File: config.mk
export PLATFORM = sky130hd
export DESIGN_NAME = muldiv_unit
export DESIGN_NICKNAME = d
export VERILOG_FILES = /design/src/rtl/muldiv_pkg.sv /design/src/rtl/muldiv_unit_div_step.sv /design/src/rtl/muldiv_unit.sv
export SDC_FILE = /design/constraint.sdc
export NUM_CORES = 1
export LEC_CHECK = 0
export CAP_MARGIN = 20
export CORE_MARGIN = 2
export CORE_UTILIZATION = 54
export DETAILED_ROUTE_END_ITERATION = 6
export GPL_ROUTABILITY_DRIVEN = 0
export HOLD_SLACK_MARGIN = 0.08
export MAX_ROUTING_LAYER = met4
export PLACE_DENSITY = 0.82
export SLEW_MARGIN = 20
export SYNTH_ARGS = -nofsm -noshare
export SYNTH_HDL_FRONTEND = slang
export SYNTH_HIERARCHICAL = 1
export SYNTH_SLANG_ARGS = --single-unit
File: constraint.sdc
create_clock -name clk -period 5.8 [get_ports clk]
set_clock_uncertainty 0.1 [all_clocks]
set_input_delay 1.16 -clock clk [delete_from_list [all_inputs] [get_ports clk]]
set_output_delay 1.16 -clock clk [all_outputs]
set_load 0.005 [all_outputs]
File: src/rtl/muldiv_pkg.sv
// Shared funct codes, FSM state type and iteration count for muldiv_unit.
// Signed codes (mult/divs) are accepted only when MULDIV_SIGNED_EN is defined.
package muldiv_pkg;

   localparam logic [5:0] FUNCT_MUL    = 6'b011000;
   localparam logic [5:0] FUNCT_MULT_S = 6'b011001;
   localparam logic [5:0] FUNCT_DIV    = 6'b011010;
   localparam logic [5:0] FUNCT_DIV_S  = 6'b011011;

   localparam int ITER_COUNT = 16;

   typedef enum logic [1:0] {
      IDLE = 2'd0,
      BUSY = 2'd1,
      DONE = 2'd2
   } muldiv_state_t;

   function automatic logic funct_is_valid(input logic [5:0] f);
`ifdef MULDIV_SIGNED_EN
      return (f == FUNCT_MUL) || (f == FUNCT_DIV) ||
             (f == FUNCT_MULT_S) || (f == FUNCT_DIV_S);
`else
      return (f == FUNCT_MUL) || (f == FUNCT_DIV);
`endif
   endfunction

endpackage

File: src/rtl/muldiv_unit_div_step.sv
// One combinational restoring-divide step: trial subtract of the divisor from the
// already-shifted partial remainder, keeping the difference only when it does not borrow.
module div_step #(
   parameter int WIDTH = 16
) (
   input  logic [WIDTH:0]   i_rem,
   input  logic [WIDTH-1:0] i_divisor,
   output logic [WIDTH-1:0] o_rem,
   output logic             o_qbit
);

   logic [WIDTH:0] w_diff;

   assign w_diff = i_rem - {1'b0, i_divisor};

   // i_rem never exceeds 2*divisor-1 (or 2^WIDTH-1 for a zero divisor), so the
   // top difference bit is exactly the borrow.
   assign o_qbit = ~w_diff[WIDTH];
   assign o_rem  = o_qbit ? w_diff[WIDTH-1:0] : i_rem[WIDTH-1:0];

endmodule

File: src/rtl/muldiv_unit.sv
// Iterative multiply/divide unit: shift-add multiply and restoring divide, 17-cycle fixed latency.
// Optional signed mult/divs support is enabled by defining MULDIV_SIGNED_EN.
module muldiv_unit
   import muldiv_pkg::*;
#(
   parameter int WIDTH   = 16,
   parameter int FUNCT_W = 6
) (
   input  logic                 clk,
   input  logic                 rst,
   input  logic                 start,
   input  logic [WIDTH-1:0]     a,
   input  logic [WIDTH-1:0]     b,
   input  logic [FUNCT_W-1:0]   funct,
   output logic                 busy,
   output logic                 done,
   output logic [2*WIDTH-1:0]   out,
   output logic                 zero,
   output logic                 div_by_zero
);

   localparam int CNT_W = $clog2(ITER_COUNT);

   muldiv_state_t        r_state;
   logic [CNT_W-1:0]     r_count;
   logic                 r_busy;
   logic                 r_done;
   logic                 r_dbz;
   logic [2*WIDTH-1:0]   r_out;

   logic                 r_is_div;
   logic                 r_b_zero;
   logic                 r_neg_q;
   logic                 r_neg_r;
   logic [WIDTH-1:0]     r_a_orig;

   logic [2*WIDTH-1:0]   r_acc;
   logic [2*WIDTH-1:0]   r_mcand;
   logic [WIDTH-1:0]     r_mplier;

   logic [WIDTH-1:0]     r_rem;
   logic [WIDTH-1:0]     r_quo;
   logic [WIDTH-1:0]     r_divisor;

   logic                 w_start_ok;
   logic                 w_is_div;
   logic                 w_is_signed;
   logic [WIDTH-1:0]     w_mag_a;
   logic [WIDTH-1:0]     w_mag_b;
   logic [2*WIDTH-1:0]   w_acc_next;
   logic [WIDTH:0]       w_shift_rem;
   logic [WIDTH-1:0]     w_rem_next;
   logic                 w_qbit;
   logic [WIDTH-1:0]     w_quo_next;
   logic [WIDTH-1:0]     w_quo_fin;
   logic [WIDTH-1:0]     w_rem_fin;
   logic [2*WIDTH-1:0]   w_mul_fin;
   logic [2*WIDTH-1:0]   w_result;

   assign w_start_ok = start && funct_is_valid(funct);
   assign w_is_div   = (funct == FUNCT_DIV) || (funct == FUNCT_DIV_S);

`ifdef MULDIV_SIGNED_EN
   assign w_is_signed = (funct == FUNCT_MULT_S) || (funct == FUNCT_DIV_S);
`else
   assign w_is_signed = 1'b0;
`endif

   // Signed operands run through the unsigned datapath as magnitudes.
   assign w_mag_a = (w_is_signed && a[WIDTH-1]) ? (~a + 1'b1) : a;
   assign w_mag_b = (w_is_signed && b[WIDTH-1]) ? (~b + 1'b1) : b;

   assign w_acc_next  = r_mplier[0] ? (r_acc + r_mcand) : r_acc;

   assign w_shift_rem = {r_rem, r_quo[WIDTH-1]};

   div_step #(.WIDTH(WIDTH)) u_div_step (
      .i_rem     (w_shift_rem),
      .i_divisor (r_divisor),
      .o_rem     (w_rem_next),
      .o_qbit    (w_qbit)
   );

   assign w_quo_next = {r_quo[WIDTH-2:0], w_qbit};

   assign w_quo_fin = r_neg_q ? (~w_quo_next + 1'b1) : w_quo_next;
   assign w_rem_fin = r_neg_r ? (~w_rem_next + 1'b1) : w_rem_next;
   assign w_mul_fin = r_neg_q ? (~w_acc_next + 1'b1) : w_acc_next;

   always_comb begin
      w_result = w_mul_fin;
      if (r_is_div) begin
         // A zero divisor reports the original dividend, signed or not.
         if (r_b_zero) begin
            w_result = {r_a_orig, {WIDTH{1'b1}}};
         end else begin
            w_result = {w_rem_fin, w_quo_fin};
         end
      end
   end

   always_ff @(posedge clk or posedge rst) begin
      if (rst) begin
         r_state   <= IDLE;
         r_count   <= '0;
         r_busy    <= 1'b0;
         r_done    <= 1'b0;
         r_dbz     <= 1'b0;
         r_out     <= '0;
         r_is_div  <= 1'b0;
         r_b_zero  <= 1'b0;
         r_neg_q   <= 1'b0;
         r_neg_r   <= 1'b0;
         r_a_orig  <= '0;
         r_acc     <= '0;
         r_mcand   <= '0;
         r_mplier  <= '0;
         r_rem     <= '0;
         r_quo     <= '0;
         r_divisor <= '0;
      end else begin
         case (r_state)
            BUSY: begin
               r_acc    <= w_acc_next;
               r_mcand  <= r_mcand << 1;
               r_mplier <= r_mplier >> 1;
               r_rem    <= w_rem_next;
               r_quo    <= w_quo_next;
               if (r_count == CNT_W'(ITER_COUNT - 1)) begin
                  r_state <= DONE;
                  r_busy  <= 1'b0;
                  r_done  <= 1'b1;
                  r_out   <= w_result;
                  r_dbz   <= r_is_div && r_b_zero;
               end else begin
                  r_count <= r_count + 1'b1;
               end
            end
            default: begin
               r_done <= 1'b0;
               if (w_start_ok) begin
                  r_state   <= BUSY;
                  r_busy    <= 1'b1;
                  r_count   <= '0;
                  r_dbz     <= 1'b0;
                  r_is_div  <= w_is_div;
                  r_b_zero  <= (b == '0);
                  r_neg_q   <= w_is_signed && (a[WIDTH-1] ^ b[WIDTH-1]);
                  r_neg_r   <= w_is_signed && w_is_div && a[WIDTH-1];
                  r_a_orig  <= a;
                  r_acc     <= '0;
                  r_mcand   <= {{WIDTH{1'b0}}, w_mag_a};
                  r_mplier  <= w_mag_b;
                  r_rem     <= '0;
                  r_quo     <= w_mag_a;
                  r_divisor <= w_mag_b;
               end else begin
                  r_state <= IDLE;
                  r_busy  <= 1'b0;
               end
            end
         endcase
      end
   end

   assign busy        = r_busy;
   assign done        = r_done;
   assign out         = r_out;
   assign zero        = (r_out == '0);
   assign div_by_zero = r_dbz;

endmodule

**After elaboration in Yosys (flattened, before gate mapping)**

Index checks and enable logic that the tools add are counted.
W data, S select, Z words.

- Add/subtract/negate cells: 3
- Eq/ne operators: 7
- Muxes and demuxes: 28
- Bitwise gates (word level): 2
- Reduce and logical (&&, ||, !) cells: 11

Operator list:

| operator | number |
|---|---|
| $mux W32 | 7 |
| $mux W16 | 7 |
| $add A32 B32 Y32 | 1 |
| $logic_not A32 Y1 | 1 |
| $eq A6 B5 Y1 const B | 3 |
| $sub A17 B16 Y17 | 1 |
| $logic_not A16 Y1 | 1 |
| $mux W4 | 3 |
| $mux W1 | 9 |
| $reduce_and A2 Y1 | 4 |
| $add A4 B1 Y4 const B | 1 |
| $eq A4 B4 Y1 const B | 1 |
| $mux W2 | 2 |
| $ne A2 B2 Y1 const B | 2 |
| $eq A2 B1 Y1 const B | 1 |
| $logic_and A1 B1 Y1 | 2 |
| $logic_or A1 B1 Y1 | 2 |
| $not A1 Y1 | 2 |
| $reduce_bool A2 Y1 | 1 |

- Flip-flop bits (word level): 187
- Bits of input ports: 41
- Logic and storage cells: 66

**Logic depth before layout (Yosys ltp)**

- Depth after elaboration: 5
- Depth in mapped cells: 16
- Depth with buffers taken out: 15

**Modules after synthesis**

Netlist, hierarchy kept.

Modules (own cells, without submodules):

| module | instances | cells an instance | area an instance (um^2) |
|---|---|---|---|
| muldiv_unit | 1 | 1121 | 9771.9 |
| div_step | 1 | 128 | 1009.7 |

**Worst setup path before layout**

OpenSTA, ideal clock, no wires.

- Kind: reg2reg
- Start point: reg r_rem[1]
- End point: reg r_out[29] (netlist: out[29])
- Setup time: 119 ps
- Data arrival time: 3320 ps
- Setup slack: 2261 ps
- Cell stages (with the launch flop): 15
- Buffers on the path: 1
- Cell sequence: dfrtp_1 ha_1 nor2b_1 o31a_1 o41a_1 and4_4 a311oi_2 xnor2_2 buf_6 mux2_4 mux2i_1 nor2_1 a311oi_1 o21ai_0 o21a_1

- Cells in the longest elaborated chain, start to end: 4

RTL lines:

| what | RTL line | RTL |
|---|---|---|
| from (decl) | muldiv_unit.sv:41 | `logic [WIDTH-1:0] r_rem;` |
| from (signal assigned) | muldiv_unit.sv:127 | `r_rem <= w_rem_next;` |
| $sub A17 B16 Y17 | muldiv_unit_div_step.sv:14 | `assign w_diff = i_rem - {1'b0, i_divisor};` |
| $mux W16 | muldiv_unit_div_step.sv:19 | `assign o_rem = o_qbit ? w_diff[WIDTH-1:0] : i_rem[WIDTH-1:0];` |
| via w_rem_fin[13] | muldiv_unit.sv:56 | `logic [WIDTH-1:0] w_rem_fin;` |
| $mux W32 | muldiv_unit.sv:94 | `if (r_b_zero) begin` |
| $mux W32 | muldiv_unit.sv:92 | `if (r_is_div) begin` |
| to (signal assigned) | muldiv_unit.sv:133 | `r_out <= w_result;` |
| to (decl) | muldiv_unit.sv:29 | `logic [2*WIDTH-1:0] r_out;` |

The timed path passes the listed nets, and every way through them passes these cells.
A chain may end at the register's enable or synchronous reset.

**Final worst setup path**

- Start point: reg r_quo[15]
- End point: reg r_out[22] (netlist: out[22])

- Cells in the longest elaborated chain, start to end: 4

RTL lines:

| what | RTL line | RTL |
|---|---|---|
| from (decl) | muldiv_unit.sv:42 | `logic [WIDTH-1:0] r_quo;` |
| from (signal assigned) | muldiv_unit.sv:128 | `r_quo <= w_quo_next;` |
| from (signal assigned) | muldiv_unit.sv:155 | `r_quo <= w_mag_a;` |
| $sub A17 B16 Y17 | muldiv_unit_div_step.sv:14 |  |
| $mux W16 | muldiv_unit_div_step.sv:19 |  |
| via w_rem_fin[6] | muldiv_unit.sv:56 |  |
| $mux W32 | muldiv_unit.sv:94 |  |
| $mux W32 | muldiv_unit.sv:92 |  |

The timed path passes the listed nets, and every way through them passes these cells.

==> run_results.csv <==
group,metric,value,unit
min_path,hp-class,"flop to flop",
synthesis,yosys.cell_count.top_type,"nand2_1",
timing,hold_viol,0,
route,vias,9532,
pwr,intPower,4.02,mW
route,avgViaCountPerCell,6.12,
clock_tree,cts_sinks,185,
synthesis,async_flop_share,1.00,
place,preCtsSetupSlack,1.98,ns
critical_path,start_kind,"flop",
place,portBuffers,76,
pwr,share_seq_of_total_power,0.319,
floorplan,fp-row-count,51,
floorplan,dieArea,0.0211,mm^2
floorplan,pin_count,77,
cells_and_area,fin_nets,1371,
synthesis,synth-seq-cells,185,
timing,finalCritPeriodShare,0.652,
synthesis,avgSynthCellArea,8.63,um^2
global_route,grt_pass1_wl,47300,um
timing,setup_viol,0,
timing,max_slew.worst_pin.slew,0.940,ns
pwr,switchingPower,3.05,mW
pwr,p_clk_frac,0.168,
global_route,grt_use_total,0.287,
clock_tree,worstSkewPairLatency,0.44,ns
critical_path,slowest_delay,0.42,ns
route,ant_nets,0,
synthesis,synth_compound_area_frac,0.203,
synthesis,synth_nets,1340,
synthesis,seq_area_frac_synth,0.429,
cells_and_area,antenna_cells,0,
synthesis,synth.largest_area_cell,"dfrtp_1",
global_route,grt_pass1_vias,8983,
floorplan,coreArea,0.0195,mm^2
synthesis,ys_warn_count,6,
critical_path,crit_slowest_cell,"o41a_1",
critical_path,path_delay_family,"compound AO/OA/AOI/OAI gates",
critical_path,path_class,"flop to flop",
clock_tree,htree_num_levels,4,
synthesis,ys_types,67,
pwr,pwr-share-comb,0.513,
global_route,grt_overflow,0,
synthesis,synth_xor_xnor_area_share,0.0340,
job,maxCapViolCount,0,
floorplan,die_h,145,um
critical_path,crit_arrival,4.01,ns
clock_tree,cts_setup_buffers,0,
critical_path,crit_required,6.03,ns
synthesis,synthTopCellsByArea,"dfrtp_1 43%, nand2_1 9.8%, o21ai_0 6.1%, ha_1 5.6%, a21oi_1 4.3%",
clock_tree,clock_path_buffers,2,
synthesis,synth_ff_type,"dfrtp_1",
cells_and_area,syn2layout_area_growth,14.1,%
route,first_iter_violations,929,
critical_path,endpoint_kind,"flop",
clock_tree,cts_hold_buf,0,
critical_path,worstPathBufferInverterCount,2,
pwr,power_density,575,mW/mm^2
synthesis,synth_top_cell_area_share,0.429,
route,route.final.wire_length,28800,um
cells_and_area,drive_gt1_frac,0.0665,
floorplan,die_w,145,um
synthesis,syn_area,0.0108,mm^2
timing,tns,0,ns
timing,slew_headroom,0.372,
critical_path,crit_chain,"inv_1, ha_1, fa_1, nor2b_1, o31a_1, o41a_1, and4_4, a311oi_2, xnor2_2, buf_6, mux2_2, mux2i_1, a21oi_1, a22o_1",
timing,fin_crit,3.78,ns
synthesis,synth_fa_ha_area_frac,0.0594,
synthesis,muxShareOfSynthArea,0.0497,
global_route,antenna_found_initial,0,
pwr,p_leak,5.55,nW
clock_tree,cts_tree,"yes",
timing,fmax,264,MHz
synthesis,synth-simple-area-share,0.185,
floorplan,start_util,0.552,
clock_tree,root_buffer,"clkbuf_16",
clock_tree,numCtsBuffers,17,
pwr,ir_drop,0.265,mV
critical_path,crit_path_max_fanout,12,
timing,setup_ws,2.02,ns
synthesis,netlist_instances,1249,
synthesis,synth_edf_count,0,
status,status,"complete, no violations",
route,drc_errors,0,
route,wl_per_cell,18.5,um
clock_tree,cts_resized,0,
pwr,p_sw_frac,0.431,
timing,rsz0062_at_grt,"false",
synthesis,synthTopCellsByCount,"281 x nand2_1, 185 x dfrtp_1, 132 x o21ai_0, 93 x a21oi_1, 68 x clkbuf_1",
place,dp_hpwl,19900,um
timing,drv_slew,0,
route,firstDrtPassIters,6,
synthesis,synth_top_family_by_area,"compound AO/OA/AOI/OAI gates",
clock_tree,clk_pin_slew,0.07,ns
global_route,grt_max_degree,126,
-- metrics by stage --
step,utilization,instance area [um^2],power (mW),hold WS (ns),std cells
floorplan,-,10800,4.79,0.345,1249
global placement,0.599,11700,5.66,0.357,1525
detailed placement,0.600,11700,5.80,0.363,1526
CTS,0.630,12300,7.01,0.380,1558
global route,0.630,12300,7.56,0.402,1558
finish,0.630,12300,7.07,0.375,1558
-- state kept, by name (all words and copies together) (netlist names) --
signal,flops
div_by_zero,1
done,1
out,32
r_a_orig,16
r_acc,32
r_b_zero,1
r_count,4
r_divisor,16
r_is_div,1
r_mcand,32
r_mplier,16
r_quo,16
r_rem,16
r_state,1
-- power groups by stage --
stage               registers [mW]  logic, mW  clock network, mW
finish                        2.26       3.63               1.19
global route                  2.31       3.99               1.25
CTS                           2.24       3.58               1.20
detailed placement            2.25       3.55                  0
global placement              2.24       3.42                  0
floorplan                     2.08       2.70                  0
-- final cells by class --
| cell class | count | area (um^2) |
|---|---|---|
| Tap cell | 265 | 332 |
| Sequential cell | 185 | 4630 |
| Timing Repair Buffer | 89 | 875 |
| Clock inverter | 13 | 144 |
| Clock buffer | 19 | 453 |
| Inverter | 34 | 131 |
| Multi-Input combinational cell | 953 | 5740 |
| Fill cell | 1634 | 7220 |
-- layer usage --
| metal | GRT usage | part of all wire | up-vias |
|---|---|---|---|
| met4 | 0.0966 | 0.026 | 0 |
| met5 | - | 0 | - |
| met3 | 0.0535 | 0.075 | 65 |
| li1 | - | - | 4452 |
| met2 | 0.436 | 0.46 | 401 |
| met1 | 0.389 | 0.44 | 4614 |
-- cells by family after synthesis --
group | count (synthesis)
buffers and inverters | 111
DFF | 185
adders and majority gates | 50
muxes | 49
xor gates and xnor gates | 41
AOI/OAI and AO/OA | 353
and+or+nand+nor | 460
-- placed cells by master, fill, tap and decap left out, types with 4 or more instances in the layout --
cell type / n
nand2_1: 281
dfrtp_1: 185
o21ai_0: 132
a21oi_1: 93
clkdlybuf4s50_1: 76
nor2_1: 48
ha_1: 48
nand3_1: 41
mux2i_1: 34
inv_1: 31
xnor2_1: 25
a21o_1: 22
nor3_1: 22
a31oi_1: 21
clkbuf_16: 17
and2_1: 16
a211oi_1: 16
xor2_1: 15
nor4_1: 12
nand4_1: 11
buf_4: 11
o21a_1: 10
mux2_2: 8
mux2_4: 7
nor2b_1: 6
o311ai_0: 5
o211ai_1: 4
nand2b_1: 4
o21bai_1: 4
clkinvlp_4: 4
a22o_1: 4
a221o_1: 4
-- worst register-to-register path: cells and delay by family, from the launching register on --
kind,cells,cell delay [ns]
AO/OA/AOI/OAI,5,1.34
buffers and inverters,2,0.34
multiplexers,2,0.54
flip-flops,1,0.38
adder cells (fa/ha/maj),2,0.42
AND/OR/NAND/NOR,2,0.28
XOR/XNOR,1,0.28
-- path summary, 6_finish.rpt --
check                                          from                       end  slack, ns  cells after the start
setup / recovery              r_quo[15]$_DFFE_PP0P_       out[22]$_DFFE_PP0P_       2.02                     14
hold / removal             r_a_orig[14]$_DFFE_PP0P_  r_a_orig[14]$_DFFE_PP0P_       0.38                      2
setup reg to reg              r_quo[15]$_DFFE_PP0P_       out[22]$_DFFE_PP0P_       2.02                     14
hold reg to reg            r_a_orig[14]$_DFFE_PP0P_  r_a_orig[14]$_DFFE_PP0P_       0.38                      2
max in group asynchronous                       rst   r_mcand[19]$_DFFE_PP0P_       3.84                      3
min in group asynchronous                       rst      r_quo[2]$_DFFE_PP0P_       1.14                      3
(Power assumes the default switching activity.)
